==> config.mk <==
export PLATFORM = sky130hd
export DESIGN_NAME = frame_draw_sequencer
export DESIGN_NICKNAME = d
export VERILOG_FILES = /design/src/rtl/frame_draw_sequencer.sv
export SDC_FILE = /design/constraint.sdc
export NUM_CORES = 1
export LEC_CHECK = 0
export CAP_MARGIN = 20
export CORE_MARGIN = 2
export CORE_UTILIZATION = 43
export CTS_CLUSTER_SIZE = 16
export DETAILED_ROUTE_END_ITERATION = 10
export PLACE_DENSITY_LB_ADDON = 0.2
export SYNTH_ARGS = -nofsm -noshare
export SYNTH_HDL_FRONTEND = slang
export SYNTH_SLANG_ARGS = --single-unit
==> constraint.sdc <==
create_clock -name clk -period 3.02 [get_ports clk]
set_input_delay 0.604 -clock clk [delete_from_list [all_inputs] [get_ports clk]]
set_output_delay 0.604 -clock clk [all_outputs]
set_load 0.02 [all_outputs]
==> src/rtl/frame_draw_sequencer.sv <==
// Per-frame scheduler that shares the VGA plot port between the clear, column and bird drawers.
// Optional per-client watchdog enabled by defining DRAW_WATCHDOG_EN.
module frame_draw_sequencer #(
  parameter int unsigned FRAME_TICKS = 833333,
  parameter int unsigned SCROLL_STEP = 1,
  parameter int unsigned SCREEN_W    = 160
`ifdef DRAW_WATCHDOG_EN
  ,
  parameter int unsigned WDOG_CYCLES = 65536
`endif
) (
  input  logic       clk,
  input  logic       reset,
  input  logic       run,
  input  logic       clr_done,
  input  logic       col_done,
  input  logic       bird_done,
  input  logic [7:0] clr_x,
  input  logic [7:0] col_x,
  input  logic [7:0] bird_x,
  input  logic [6:0] clr_y,
  input  logic [6:0] col_y,
  input  logic [6:0] bird_y,
  input  logic [2:0] clr_colour,
  input  logic [2:0] col_colour,
  input  logic [2:0] bird_colour,
  input  logic       clr_draw,
  input  logic       col_draw,
  input  logic       bird_draw,
  output logic       clr_start,
  output logic       col_start,
  output logic       bird_start,
  output logic [7:0] vga_x,
  output logic [6:0] vga_y,
  output logic [2:0] vga_colour,
  output logic       vga_plot,
  output logic [1:0] grant,
  output logic       busy,
  output logic       frame_tick,
  output logic [7:0] scroll_x,
  output logic       overrun,
  output logic       wdog_err
);

  localparam int unsigned CntW = (FRAME_TICKS > 2) ? $clog2(FRAME_TICKS) : 1;
  localparam logic [CntW-1:0] FrameLast = CntW'(FRAME_TICKS - 1);

  typedef enum logic [2:0] {
    StIdle, StSClr, StWClr, StSCol, StWCol, StSBird, StWBird, StFrameWait
  } state_e;

  state_e          state_q, state_d;
  logic [CntW-1:0] frame_cnt_q;
  logic            frame_tick_q;
  logic [7:0]      scroll_q, scroll_next;
  logic [8:0]      scroll_sum;
  logic            first_q;
  logic            clr_start_q, col_start_q, bird_start_q;
  logic [1:0]      grant_q, grant_d;
  logic            busy_q, busy_d;
  logic            overrun_q;
  logic            in_start, in_wait, cur_done, done_ok, wdog_hit, advance;

  // Free-running frame counter, independent of the sequencer state
  always_ff @(posedge clk) begin
    if (reset) begin
      frame_cnt_q  <= '0;
      frame_tick_q <= 1'b0;
    end else begin
      frame_tick_q <= (frame_cnt_q == FrameLast);
      frame_cnt_q  <= (frame_cnt_q == FrameLast) ? '0 : frame_cnt_q + CntW'(1);
    end
  end

  always_comb begin
    scroll_sum  = {1'b0, scroll_q} + 9'(SCROLL_STEP);
    scroll_next = (scroll_sum >= 9'(SCREEN_W)) ? 8'(scroll_sum - 9'(SCREEN_W)) : scroll_sum[7:0];
  end

  assign in_start = (state_q == StSClr) || (state_q == StSCol) || (state_q == StSBird);
  assign in_wait  = (state_q == StWClr) || (state_q == StWCol) || (state_q == StWBird);

  always_comb begin
    case (state_q)
      StWClr:  cur_done = clr_done;
      StWCol:  cur_done = col_done;
      StWBird: cur_done = bird_done;
      default: cur_done = 1'b0;
    endcase
  end

  // A done level in the first wait cycle may be stale from the previous frame
  assign done_ok = in_wait && !first_q && cur_done;
  assign advance = done_ok || (in_wait && wdog_hit);

`ifdef DRAW_WATCHDOG_EN
  logic [31:0] wdog_cnt_q;
  logic        wdog_err_q;

  assign wdog_hit = (wdog_cnt_q == 32'(WDOG_CYCLES - 1));

  always_ff @(posedge clk) begin
    if (reset) begin
      wdog_cnt_q <= '0;
      wdog_err_q <= 1'b0;
    end else begin
      if (in_start) begin
        wdog_cnt_q <= '0;
      end else if (in_wait) begin
        wdog_cnt_q <= wdog_cnt_q + 32'd1;
      end
      if (in_wait && wdog_hit && !done_ok) begin
        wdog_err_q <= 1'b1;
      end
    end
  end

  assign wdog_err = wdog_err_q;
`else
  assign wdog_hit = 1'b0;
  assign wdog_err = 1'b0;
`endif

  always_comb begin
    state_d = state_q;
    case (state_q)
      StIdle:      if (run) state_d = StSClr;
      StSClr:      state_d = StWClr;
      StWClr:      if (advance) state_d = StSCol;
      StSCol:      state_d = StWCol;
      StWCol:      if (advance) state_d = StSBird;
      StSBird:     state_d = StWBird;
      StWBird:     if (advance) state_d = StFrameWait;
      StFrameWait: if (frame_tick_q) state_d = run ? StSClr : StIdle;
      default:     state_d = StIdle;
    endcase
  end

  always_comb begin
    case (state_d)
      StSClr, StWClr:   grant_d = 2'd1;
      StSCol, StWCol:   grant_d = 2'd2;
      StSBird, StWBird: grant_d = 2'd3;
      default:          grant_d = 2'd0;
    endcase
    busy_d = (grant_d != 2'd0);
  end

  // Outputs are registered from the next state so they line up with state_q
  always_ff @(posedge clk) begin
    if (reset) begin
      state_q      <= StIdle;
      first_q      <= 1'b0;
      clr_start_q  <= 1'b0;
      col_start_q  <= 1'b0;
      bird_start_q <= 1'b0;
      grant_q      <= 2'd0;
      busy_q       <= 1'b0;
      overrun_q    <= 1'b0;
      scroll_q     <= '0;
    end else begin
      state_q      <= state_d;
      first_q      <= in_start;
      clr_start_q  <= (state_d == StSClr);
      col_start_q  <= (state_d == StSCol);
      bird_start_q <= (state_d == StSBird);
      grant_q      <= grant_d;
      busy_q       <= busy_d;
      if (frame_tick_q && busy_q) begin
        overrun_q <= 1'b1;
      end
      if (frame_tick_q) begin
        scroll_q <= scroll_next;
      end
    end
  end

  always_comb begin
    vga_x      = '0;
    vga_y      = '0;
    vga_colour = '0;
    vga_plot   = 1'b0;
    case (state_q)
      StWClr: begin
        vga_x      = clr_x;
        vga_y      = clr_y;
        vga_colour = clr_colour;
        vga_plot   = clr_draw;
      end
      StWCol: begin
        vga_x      = col_x;
        vga_y      = col_y;
        vga_colour = col_colour;
        vga_plot   = col_draw;
      end
      StWBird: begin
        vga_x      = bird_x;
        vga_y      = bird_y;
        vga_colour = bird_colour;
        vga_plot   = bird_draw;
      end
      default: ;
    endcase
  end

  assign clr_start  = clr_start_q;
  assign col_start  = col_start_q;
  assign bird_start = bird_start_q;
  assign grant      = grant_q;
  assign busy       = busy_q;
  assign frame_tick = frame_tick_q;
  assign scroll_x   = scroll_q;
  assign overrun    = overrun_q;

endmodule

==> summary.txt <==
Outcome
  – Status: finished, final reports clean

Layout
  – Finished Layout Cells: 456
  – Layout cells sized above 1: 0.0911
  – Nets: around 450
  – Inserted Diodes: 0
  – Synth-to-layout area growth: 46.8%
  – Fill cell count: approximately 470

Floorplanning
  – Std-Cell Core Area: around 5400 sq um
  – Die area: 6160 sq um
  – Die Y: between 70 and 80 um
  – Num rows: 27
  – Starting Density: 0.439
  – Die width: roughly 78 um
  – I/O pin total: between 90 and 100

Global route
  – Initial antenna violation count: 0
  – Global-route wire length before repair: approximately 10000 um
  – Congestion Overflow GR: 0
  – Largest net degree at the start of global routing: 33
  – Total Routing Usage GR: 0.203
  – Vias in the first global route: ~2.3k

Timing
  – Fin. max-slew vios: 0
  – # setup viols final: 0
  – Final hold violation count: 0
  – Maximum clock rate: around 370 MHz
  – RSZ-0062 raised after global routing: false
  – Worst-Margin Slew: approximately 0.63 ns
  – Slew margin rel.: 0.577
  – Post-route minimum period: ~2.7 ns
  – Fin crit share: 0.905
  – TNS Setup: 0 ns
  – Clk_skew: between 0.006 and 0.007 ns

Setup path
  – Crit-path slowest cell: clkdlybuf4s50_1
  – Worst Setup Path Type: reg -> out
  – Crit-path cells: buf_12 -> nor2b_1 -> buf_4 -> a22oi_1 -> nor2_1 -> clkdlybuf4s50_1
  – Worst setup EP type: primary output
  – Startpoint types: flip-flop
  – Buf+Inv Stages, Crit Path: 3
  – Critical Path RT: roughly 2.4 ns
  – CP Max Fanout: 31
  – Worst path arrival time: between 2 and 2.5 ns
  – Worst stage delay on the critical path: 0.63 ns
  – Top delay family on crit path: buffers and inverters

Synthesis
  – Seq/Total Area, Yosys: 0.336
  – Async set or reset register ratio after synthesis: 0
  – Synthesis-stage register bit count: 40
  – Post-synth cell types: 43
  – Syn nets: 362
  – Ys flop type: dfxtp_1
  – Mapped cell area: roughly 2400 sq um
  – Post-synth EDFFs: 0
  – Syn Area/Cell: 8.12 sq um
  – Yosys warns: 0
  – Synth Instances: just under 300

Clock tree
  – Clock slew at reported path FFs: 0.08 ns
  – Maximum root-to-sink buffer count: 2
  – CTS root buf: clkbuf_8
  – CTS tree: done
  – # clock sinks: 40
  – Hold_buf cts: 0
  – Htree depth: 2
  – Postcts setup bufs: 0
  – Clock Latency Late Sink: 0.29 ns
  – Post_cts resized: 0
  – CTS buffer count: 5

Pwr
  – Tot Pwr: about 1.2 mW
  – Leak: 1.26 nW
  – PD cells: ~360 nW/um^2
  – Maximum VDD drop: between 200 and 250 uV

Place
  – Port buffer count: 97
  – HPWL after DPL: approximately 4500 um
  – Placed Cells: around 450
  – Gpl congestion: 0.761

Route
  – Routed via count: ~2.4k
  – Starting DRT DRC Count: between 90 and 100
  – DRC viols: 0
  – Final ANT Viol Nets: 0
  – Drt wl/cell: ~13 um
  – Via density per instance: around 5.2
  – Pre-antenna DRT Iters: 5
  – Wirelength, routed: between 6000 and 7000 um

Run
  – Max-cap violations: 0

Worst hold path
  – Worst Hold Class: reg -> reg
[cells by family (layout without fill, tap and decap cells)]
kind of cell | count (synthesis) | after routing | share of synthesized area
AOI/OAI and AO/OA | 46 | 46 | 0.133
xor gates and xnor gates | 28 | 28 | 0.103
adders and majority gates | 5 | 5 | 0.0262
buffers and inverters | 27 | 117 | 0.0461
DFF | 40 | 40 | 0.336
muxes | 21 | 21 | 0.0981
other | 1 | 1 | 0.00157
and+or+nand+nor | 126 | 126 | 0.257
[layer usage]
metal	up-vias	GRT usage	routed length (um)	part of all wire
li1	1201	-	-	-
met2	87	0.342	2830	0.47
met3	6	0.0770	522	0.087
met5	-	0	0	0
met1	1097	0.241	2600	0.43
met4	0	0.0596	76	0.013
[state kept, by name, indices dropped and copies added, names as in the netlist]
register / cells
scroll_x: 8
frame_cnt_q: 20
first_q: 1
grant: 2
state_q: 3
clr_start: 1
bird_start: 1
col_start: 1
overrun: 1
frame_tick: 1
busy: 1
[worst register-to-register path: cells and delay by family (launching register included)]
kind	cells	cell delay [ns]
AND/OR/NAND/NOR	3	0.37
AO/OA/AOI/OAI	4	0.91
XOR/XNOR	1	0.22
flip-flops	1	0.42
buffers and inverters	1	0.08
adder cells (fa/ha/maj)	2	0.52
[synthesized netlist by cell type (2+ instances only)]
master	instances	area [sq um]
mux2_2	19	214
nor4b_1	2	17.5
buf_4	2	15.0
nor3_1	6	30.0
inv_1	6	22.5
o21ai_0	8	40.0
buf_1	2	7.51
or3_1	5	31.3
dfxtp_1	40	801
clkbuf_1	15	56.3
nor2_1	55	206
nor3b_1	2	15.0
nand2b_1	2	12.5
nand3_1	13	65.1
a311oi_1	2	17.5
a32oi_1	2	17.5
a22oi_1	21	158
o32ai_1	2	17.5
xor2_1	17	149
and2_1	4	25.0
and3_1	2	12.5
nor2b_1	2	12.5
ha_1	5	62.6
mux2i_1	2	20.0
a21oi_1	7	35.0
xnor2_1	11	96.3
nand2_1	20	75.1
nand4_1	5	31.3
[path summary, 6_finish.rpt]
kind / from / end / slack (ns) / depth (start not counted)
max reg2reg: scroll_x[0] / scroll_x[5] / 0.40 / 11
min: overrun / overrun / 0.47 / 2
min reg2reg: overrun / overrun / 0.47 / 2
max: state_q[1] / vga_y[1] / 0.29 / 6
[metrics by stage]
stage	hold WS, ns	setup slack (ns)	area, sq um	util
finish	0.469	0.287	3500	0.644
global route	0.514	0.00672	3500	0.644
CTS	0.477	0.264	3500	0.644
detailed placement	0.457	0.363	3420	0.629
global placement	0.450	0.349	3420	0.629
floorplan	0.441	0.577	2390	-
[layout by cell type (no fill, tap or decap), types with 2 or more instances in the layout]
cell | netlist | layout
a22oi_1 | 21 | 21
xnor2_1 | 11 | 11
buf_4 | 2 | 5
nor2b_1 | 2 | 2
or3_1 | 5 | 5
mux2_2 | 19 | 19
nand2_1 | 20 | 20
nor3_1 | 6 | 6
and2_1 | 4 | 4
a311oi_1 | 2 | 2
nor4b_1 | 2 | 2
nand2b_1 | 2 | 2
o21ai_0 | 8 | 8
nor2_1 | 55 | 55
dfxtp_1 | 40 | 40
clkbuf_8 | 0 | 5
mux2i_1 | 2 | 2
nand3_1 | 13 | 13
o32ai_1 | 2 | 2
clkdlybuf4s50_1 | 0 | 97
and3_1 | 2 | 2
xor2_1 | 17 | 17
inv_1 | 6 | 6
ha_1 | 5 | 5
nand4_1 | 5 | 5
a32oi_1 | 2 | 2
a21oi_1 | 7 | 7
nor3b_1 | 2 | 2
[layout make-up]
cell class                 instances  area, sq um  area share
clock buffer                       5         68.8      0.0196
clock inverter                     2         12.5     0.00357
inverter                           7         26.3     0.00750
multi-input combinational        227         1480       0.421
sequential                        40          801       0.229
tap                               72         90.1      0.0257
timing repair buffer             103         1030       0.294
[report_power, final]
part           total, mW  internal (mW)  switching (mW)
Combinational      0.350          0.196           0.154
Clock              0.338          0.156           0.181
Sequential         0.557          0.544          0.0124
Power figures use the tool's default switching activity.
